--- config.mk ---
export PLATFORM = sky130hd
export DESIGN_NAME = conv_job_sequencer
export DESIGN_NICKNAME = d
export VERILOG_FILES = /design/src/rtl/conv_job_sequencer.sv
export SDC_FILE = /design/constraint.sdc
export NUM_CORES = 1
export LEC_CHECK = 0
export BUFFER_PORTS_ARGS = -buffer_cell sky130_fd_sc_hd__buf_2
export CORE_MARGIN = 2
export CORE_UTILIZATION = 49
export CTS_BUF_LIST = sky130_fd_sc_hd__clkbuf_4 sky130_fd_sc_hd__clkbuf_8
export CTS_CLUSTER_DIAMETER = 120
export DETAILED_ROUTE_END_ITERATION = 10
export GPL_TIMING_DRIVEN = 0
export PLACE_DENSITY_LB_ADDON = 0.08
export SLEW_MARGIN = 20
export SYNTH_ARGS = -nofsm -noshare
export SYNTH_HDL_FRONTEND = slang
export SYNTH_SLANG_ARGS = --single-unit
--- constraint.sdc ---
create_clock -name clk -period 1.9 [get_ports clk]
set_clock_uncertainty 0.2 [all_clocks]
set_input_delay 0.57 -clock clk [delete_from_list [all_inputs] [get_ports clk]]
set_output_delay 0.57 -clock clk [all_outputs]
set_load 0.05 [all_outputs]
--- src/rtl/conv_job_sequencer.sv ---
// Sequences one 8.8 job through an external conv core: reset core, load operand, start, wait, read float16 result.
// Optional build macro: CONV_SEQ_STATS_EN adds saturating job_count / timeout_count outputs.
module conv_job_sequencer #(
    parameter int unsigned TIMEOUT_CYCLES = 4096,
    parameter int unsigned IN_LO_ADDR     = 0,
    parameter int unsigned IN_HI_ADDR     = 1,
    parameter int unsigned OUT_LO_ADDR    = 2,
    parameter int unsigned OUT_HI_ADDR    = 3
) (
    input  logic        clk,
    input  logic        rst,
    input  logic        job_valid,
    output logic        job_ready,
    input  logic [15:0] job_data,
    output logic        res_valid,
    input  logic        res_ready,
    output logic [15:0] res_data,
    output logic        res_timeout,
    output logic        core_reset,
    output logic        core_start,
    input  logic        core_done,
    output logic        mem_sel,
    output logic        mem_we,
    output logic [7:0]  mem_addr,
    output logic [7:0]  mem_wdata,
    input  logic [7:0]  mem_rdata
`ifdef CONV_SEQ_STATS_EN
    ,
    output logic [15:0] job_count,
    output logic [7:0]  timeout_count
`endif
);

    localparam int unsigned CNT_W = (TIMEOUT_CYCLES > 2) ? $clog2(TIMEOUT_CYCLES) : 1;
    localparam logic [CNT_W-1:0] CNT_LAST = CNT_W'(TIMEOUT_CYCLES - 1);

    typedef enum logic [3:0] {
        IDLE, CRST, WR_LO, WR_HI, START, WAIT, RD_LO, RD_HI, RESP
    } state_t;

    state_t           state, state_nxt;
    logic [CNT_W-1:0] cnt, cnt_nxt;
    logic [15:0]      job_q, job_nxt;
    logic [15:0]      res_data_nxt;
    logic             res_timeout_nxt;
    logic             job_ready_nxt, res_valid_nxt, core_reset_nxt, core_start_nxt;
    logic             mem_sel_nxt, mem_we_nxt;
    logic [7:0]       mem_addr_nxt, mem_wdata_nxt;

    // State, datapath and registered outputs
    always_ff @(posedge clk) begin
        if (!rst) begin
            state       <= IDLE;
            cnt         <= '0;
            job_q       <= '0;
            res_data    <= '0;
            res_timeout <= 1'b0;
            res_valid   <= 1'b0;
            job_ready   <= 1'b1;
            core_reset  <= 1'b1;
            core_start  <= 1'b0;
            mem_sel     <= 1'b1;
            mem_we      <= 1'b0;
            mem_addr    <= '0;
            mem_wdata   <= '0;
        end else begin
            state       <= state_nxt;
            cnt         <= cnt_nxt;
            job_q       <= job_nxt;
            res_data    <= res_data_nxt;
            res_timeout <= res_timeout_nxt;
            res_valid   <= res_valid_nxt;
            job_ready   <= job_ready_nxt;
            core_reset  <= core_reset_nxt;
            core_start  <= core_start_nxt;
            mem_sel     <= mem_sel_nxt;
            mem_we      <= mem_we_nxt;
            mem_addr    <= mem_addr_nxt;
            mem_wdata   <= mem_wdata_nxt;
        end
    end

    // Next state, datapath, and outputs decoded from the state being entered
    always_comb begin
        state_nxt       = state;
        cnt_nxt         = cnt;
        job_nxt         = job_q;
        res_data_nxt    = res_data;
        res_timeout_nxt = res_timeout;

        case (state)
            IDLE: begin
                if (job_valid && job_ready) begin
                    job_nxt   = job_data;
                    state_nxt = CRST;
                end
            end
            CRST:  state_nxt = WR_LO;
            WR_LO: state_nxt = WR_HI;
            WR_HI: state_nxt = START;
            START: begin
                cnt_nxt   = '0;
                state_nxt = WAIT;
            end
            WAIT: begin
                cnt_nxt = cnt + CNT_W'(1);
                // done wins over a coincident timeout
                if (core_done) begin
                    state_nxt = RD_LO;
                end else if (cnt == CNT_LAST) begin
                    res_data_nxt    = 16'hFFFF;
                    res_timeout_nxt = 1'b1;
                    state_nxt       = RESP;
                end
            end
            RD_LO: begin
                res_data_nxt[7:0] = mem_rdata;
                res_timeout_nxt   = 1'b0;
                state_nxt         = RD_HI;
            end
            RD_HI: begin
                res_data_nxt[15:8] = mem_rdata;
                state_nxt          = RESP;
            end
            RESP: begin
                if (res_ready) state_nxt = IDLE;
            end
            default: state_nxt = IDLE;
        endcase

        job_ready_nxt  = (state_nxt == IDLE);
        core_reset_nxt = (state_nxt == CRST);
        core_start_nxt = (state_nxt == START);
        res_valid_nxt  = (state_nxt == RESP);
        mem_sel_nxt    = !((state_nxt == START) || (state_nxt == WAIT));
        mem_we_nxt     = (state_nxt == WR_LO) || (state_nxt == WR_HI);
        mem_addr_nxt   = '0;
        mem_wdata_nxt  = '0;

        case (state_nxt)
            WR_LO: begin
                mem_addr_nxt  = 8'(IN_LO_ADDR);
                mem_wdata_nxt = job_nxt[7:0];
            end
            WR_HI: begin
                mem_addr_nxt  = 8'(IN_HI_ADDR);
                mem_wdata_nxt = job_nxt[15:8];
            end
            RD_LO:   mem_addr_nxt = 8'(OUT_LO_ADDR);
            RD_HI:   mem_addr_nxt = 8'(OUT_HI_ADDR);
            default: ;
        endcase
    end

`ifdef CONV_SEQ_STATS_EN
    logic resp_fire;
    assign resp_fire = (state == RESP) && res_ready;

    // Saturating result counters, bumped on the result handshake
    always_ff @(posedge clk) begin
        if (!rst) begin
            job_count     <= '0;
            timeout_count <= '0;
        end else if (resp_fire) begin
            if (job_count != 16'hFFFF) job_count <= job_count + 16'd1;
            if (res_timeout && (timeout_count != 8'hFF)) timeout_count <= timeout_count + 8'd1;
        end
    end
`endif

endmodule

# Yosys cells after proc, flatten, opt, wreduce, memory -nomap -nowiden
# Index checks and enable logic that the tools add are counted.
[totals] out_inout_bits=39 register_bits=71
[classes] reduce_logical=11 n_mux=17 n_eq_ne=19 add_sub_neg=1
[op_table] cell="$mux 16" count=4
[op_table] cell="$pmux 8 s2" count=3
[op_table] cell="$pmux 4 s9" count=1
[op_table] cell="$eq 4x3->1 const B" count=8
[op_table] cell="$pmux 12 s2" count=1
[op_table] cell="$eq 4x2->1 const B" count=4
[op_table] cell="$mux 4" count=4
[op_table] cell="$add 12x1->12 const B" count=1
[op_table] cell="$eq 12x12->1 const B" count=1
[op_table] cell="$eq 4x1->1 const B" count=2
[op_table] cell="$eq 4x4->1 const B" count=2
[op_table] cell="$logic_not 4->1" count=2
[op_table] cell="$pmux 2 s3" count=1
[op_table] cell="$reduce_and 3->1" count=2
[op_table] cell="$reduce_bool 2->1" count=3
[op_table] cell="$ne 2x2->1 const B" count=2
[op_table] cell="$logic_or 1x1->1" count=2
[op_table] cell="$mux 1" count=2
[op_table] cell="$pmux 1 s2" count=1
[op_table] cell="$logic_and 1x1->1" count=1
[op_table] cell="$logic_not 1->1" count=1

# Depth between registers and ports, before layout
[logic_depth] ltp_word=7 mapped_depth=7

# Least setup slack after synthesis
# Ideal clock, no wire load.
[synth_timing] path_kind="flip-flop to flip-flop" from="reg cnt[0]" to="reg mem_sel" setup_ns=0.127 period_less_slack_ns=1.796 stages_incl_launch_ff=6 path_slack_ns=0.104 arrival_ns=1.469 required_ns=1.573 path_cell_list="dfxtp_1 > ha_1 > nand3_1 > nor3_1 > o32ai_1 > or3b_1"
[synth_between] elab_chain_len=7 elab_cells_between_ends=8 classes_between="eq/ne (3); mux (3); reduce/logical (2)"
[synth_rtl] item="from (decl)" line="42" source="logic [CNT_W-1:0] cnt, cnt_nxt;"
[synth_rtl] item="from (signal assigned)" line="68" source="cnt <= cnt_nxt;"
[synth_rtl] item="$eq 12x12->1 (*)" line="110" source="end else if (cnt == CNT_LAST) begin"
[synth_rtl] item="$mux 4 (*)" line="110"
[synth_rtl] item="$mux 4 (*)" line="108" source="if (core_done) begin"
[synth_rtl] item="$pmux 4 s9 (*)" line="91" source="case (state)"
[synth_rtl] item="$eq 4x3->1" line="135" source="mem_sel_nxt = !((state_nxt == START) || (state_nxt == WAIT));"
[synth_rtl] item="$logic_or 1x1->1 (*)" line="135"
[synth_rtl] item="$logic_not 1->1 (*)" line="135"
[synth_rtl] item="to (signal assigned)" line="76" source="mem_sel <= mem_sel_nxt;"
[synth_rtl] item="to (decl)" line="22" source="output logic mem_sel,"
# Every way passes the cells marked *; elsewhere a longest branch is shown, timed or not.
# A chain may end at the register's enable or synchronous reset.

# Worst setup path after layout
[layout_timing] from="reg state[2]" to="reg core_start"
[layout_between] elab_chain_len=4 elab_cells_between_ends=15 classes_between="eq/ne (9); mux (5); reduce/logical (1)"
[layout_rtl] item="from (decl)" line="41" source="state_t state, state_nxt;"
[layout_rtl] item="from (signal assigned)" line="67" source="state <= state_nxt;"
[layout_rtl] item="$mux 4" line="110"
[layout_rtl] item="$mux 4" line="108"
[layout_rtl] item="$pmux 4 s9 (*)" line="91"
[layout_rtl] item="$eq 4x3->1 (*)" line="133" source="core_start_nxt = (state_nxt == START);"
[layout_rtl] item="to (signal assigned)" line="75" source="core_start <= core_start_nxt;"
[layout_rtl] item="to (decl)" line="20" source="output logic core_start,"
# Marks and branches as above.

==> flow_metrics.tcl <==
set metrics [dict create \
    nets 416 \
    worst_pin_slew_ns 0.522 \
    power_density_nw_per_um2 970 \
    drtIter0Drc 157 \
    slew_viol_final 0 \
    synth_mux_area_share_pct 6.00 \
    hpwl_um 4270 \
    ys.flop_type "dfxtp_1" \
    fin_crit_ns 1.87 \
    min_path_type "reg2reg" \
    layout-drive-gt1-share_pct 30.2 \
    grt_overflow 0 \
    htree_levels 3 \
    fin_ws_ns 0.0313 \
    wirelength_um 6340 \
    clk_latency_ns 0.34 \
    post-route-period-util_pct 98.4 \
    ant_nets 0 \
    wl_per_cell_um 13.8 \
    crit_start "state[2]" \
    crit_type "reg2reg" \
    clk_pin_slew_worst_paths_ns 0.07 \
    firstDrtPassIters 5 \
    slowest_stage "or3_4" \
    instances_no_fill 461 \
    fmax_ghz 0.535 \
    status "finished, final reports clean" \
    synth_warnings 0 \
    synth_area_um2 2670 \
    p_sw_share_pct 27.5 \
    grt_start_max_net_pins 12 \
    p_clk_share_pct 39.3 \
    vias 2448 \
    root_buffer "clkbuf_8" \
    synth_xor_xnor_area_share_pct 0 \
    rows 26 \
    worstHoldStart "res_data[10]" \
    max-vdd-ir-drop_uv 649 \
    drc_errors 0 \
    crit_chain "buf_2, nor2b_2, and3_4, or3_4, nor4b_4" \
    fp.coreArea_um2 5170 \
    start_util_pct 51.6 \
    grt_setup_unrepaired "yes" \
    synth-compound-area-share_pct 16.3 \
    critPathMaxFanout 10 \
    hold_viol 0 \
    cap_violations 0 \
    maxSlewHeadroom_pct 65.2 \
    post_cts_buffers 0 \
    ios 68 \
    p_comb_share_pct 16.8 \
    pwr-share-seq_pct 43.9 \
    ys_types 43 \
    port_buffers 61 \
    cts_tree "done" \
    die_y_um 77.8 \
    endpoint_kind "register" \
    power_leakage_uw 0.00149 \
    synthSimpleGateAreaFrac_pct 20.6 \
    synth_top_family_by_area "simple AND/OR/NAND/NOR gates" \
    crit_required_ns 1.95 \
    synth_edf_count 0 \
    numCtsBuffers 9 \
    critPathMaxStageDelay_ns 0.40 \
    startpoint_type "register" \
    die_area_um2 6050 \
    syn_inst 309 \
    vias_per_cell 5.31 \
    place_congestion 0.841 \
    finalSetupViolations 0 \
    dp_slack_ns -0.193 \
    intPower_uw 2430 \
    cts.sinks 65 \
    switching_power_uw 923 \
    ctsHoldBuffers 0 \
    antenna_found_initial 0 \
    yosysSeqAreaShare_pct 48.8 \
    clockBufferDepth 2 \
    async_flop_share_pct 0 \
    grt_pass1_vias 2196 \
    crit_arrival_ns 1.92 \
    synth_fa_ha_area_share_pct 0.469 \
    synth_area_per_cell_um2 8.64 \
    grt_pass1_wl_um 10200 \
    antenna_cells 0 \
    grt_usage_pct 21.1 \
    area_growth_pct 29.4 \
    ys_ff_latch 65 \
    die_w_um 77.8 \
    r2r-start "state[2]" \
    place_inst 445 \
]
cells in the mapped netlist (4+ instances only):
cell      count  area (µm²)
a21oi_1      35         175
a31oi_1       5        31.3
buf_2         7        35.0
buf_4         7        52.6
clkbuf_1      9        33.8
dfxtp_1      65        1300
inv_1        21        78.8
mux2i_1      16         160
nand2_1      20        75.1
nand3_1      16        80.1
nor2_1       29         109
nor2b_1       4        25.0
nor3_1        6        30.0
o21ai_0      21         105
or3_1         5        31.3
per-layer routing:
layer  track usage [%]  vias to the layer above  wire length, µm
met3              5.35                       15              478
met5                 0                        -                0
met2              33.1                      112             2960
met4              9.46                        0              114
met1              27.4                     1104             2790
li1                  -                     1217                -
through the flow:
step | power, µW | util, % | instance area [µm²] | TNS [ns] | hold WS, ns
final | 3350 | 66.8 | 3450 | 0 | 0.239
after global routing | 3480 | 66.8 | 3450 | -0.170 | 0.266
after CTS | 3340 | 64.3 | 3330 | -1.62 | 0.244
after detailed placement | 2030 | 59.6 | 3080 | -2.78 | 0.232
after global placement | 2020 | 59.6 | 3080 | -2.81 | 0.230
after floorplan | 1900 | - | 2690 | 0 | 0.232
power groups by stage:
| stage | logic, µW | registers [µW] | clock network, µW |
|---|---|---|---|
| after floorplan | 318 | 1580 | 0 |
| after global placement | 520 | 1500 | 0 |
| after detailed placement | 524 | 1500 | 0 |
| after CTS | 528 | 1470 | 1330 |
| after global routing | 612 | 1480 | 1390 |
| final | 563 | 1470 | 1320 |
layout by cell type (no fill, tap or decap), types with 2 or more instances in the layout:
cell / instances
dfxtp_2: 5
nand2_1: 19
o21ai_4: 2
o211ai_1: 2
clkbuf_1: 8
and3_1: 2
and2_1: 3
bufinv_16: 2
nor3_1: 5
a31oi_1: 5
nand3_1: 14
buf_4: 7
nand2b_1: 3
conb_1: 6
or3_1: 4
clkbuf_4: 5
buf_2: 64
clkinv_2: 2
mux2i_1: 16
nor4_1: 2
a21oi_1: 34
a211oi_1: 3
nor2b_1: 3
o21ai_0: 21
a311oi_1: 2
clkbuf_8: 10
nand4_1: 3
nor2_1: 29
inv_1: 21
dfxtp_1: 60
cells by family (layout without fill, tap and decap cells):
logic type | count (synthesis) | count (layout)
buffers and inverters | 45 | 122
AOI/OAI and AO/OA | 77 | 77
other | 1 | 6
adders and majority gates | 1 | 1
DFF | 65 | 65
and+or+nand+nor | 104 | 104
muxes | 16 | 16
worst max-delay path: cells and delay by family (launching register included):
family                 cells  cell delay [ns]
buffers and inverters      1             0.17
and+or+nand+nor            4             1.08
DFF                        1             0.32
what timing repair did:
item                       CTS  global route
gates resized for setup      5            31
pin swaps                    0             3
setup endpoints to repair   25            33
registers in the layout, indices dropped and copies added, names as in the netlist:
register     flops
cnt             12
core_reset       1
core_start       1
job_q           16
job_ready        1
mem_addr         2
mem_sel          1
mem_wdata        8
mem_we           1
res_data        16
res_timeout      1
res_valid        1
state            4
final timing paths:
path	cells past startpoint	slack (ns)	end
worst max-delay path	5	0.03	core_start
worst min-delay path	2	0.24	res_data[10]
worst max register to register	5	0.03	core_start
worst min register to register	2	0.24	res_data[10]
final cells by class:
class	count	area, µm²
fill	452	1720
inverter	21	78.8
timing repair buffer	61	305
buffer	24	144
clock inverter	5	78.8
tap	70	87.6
multi-input combinational	204	1310
sequential	65	1310
clock buffer	11	145
Note: power is estimated with default switching activity, not from simulation.
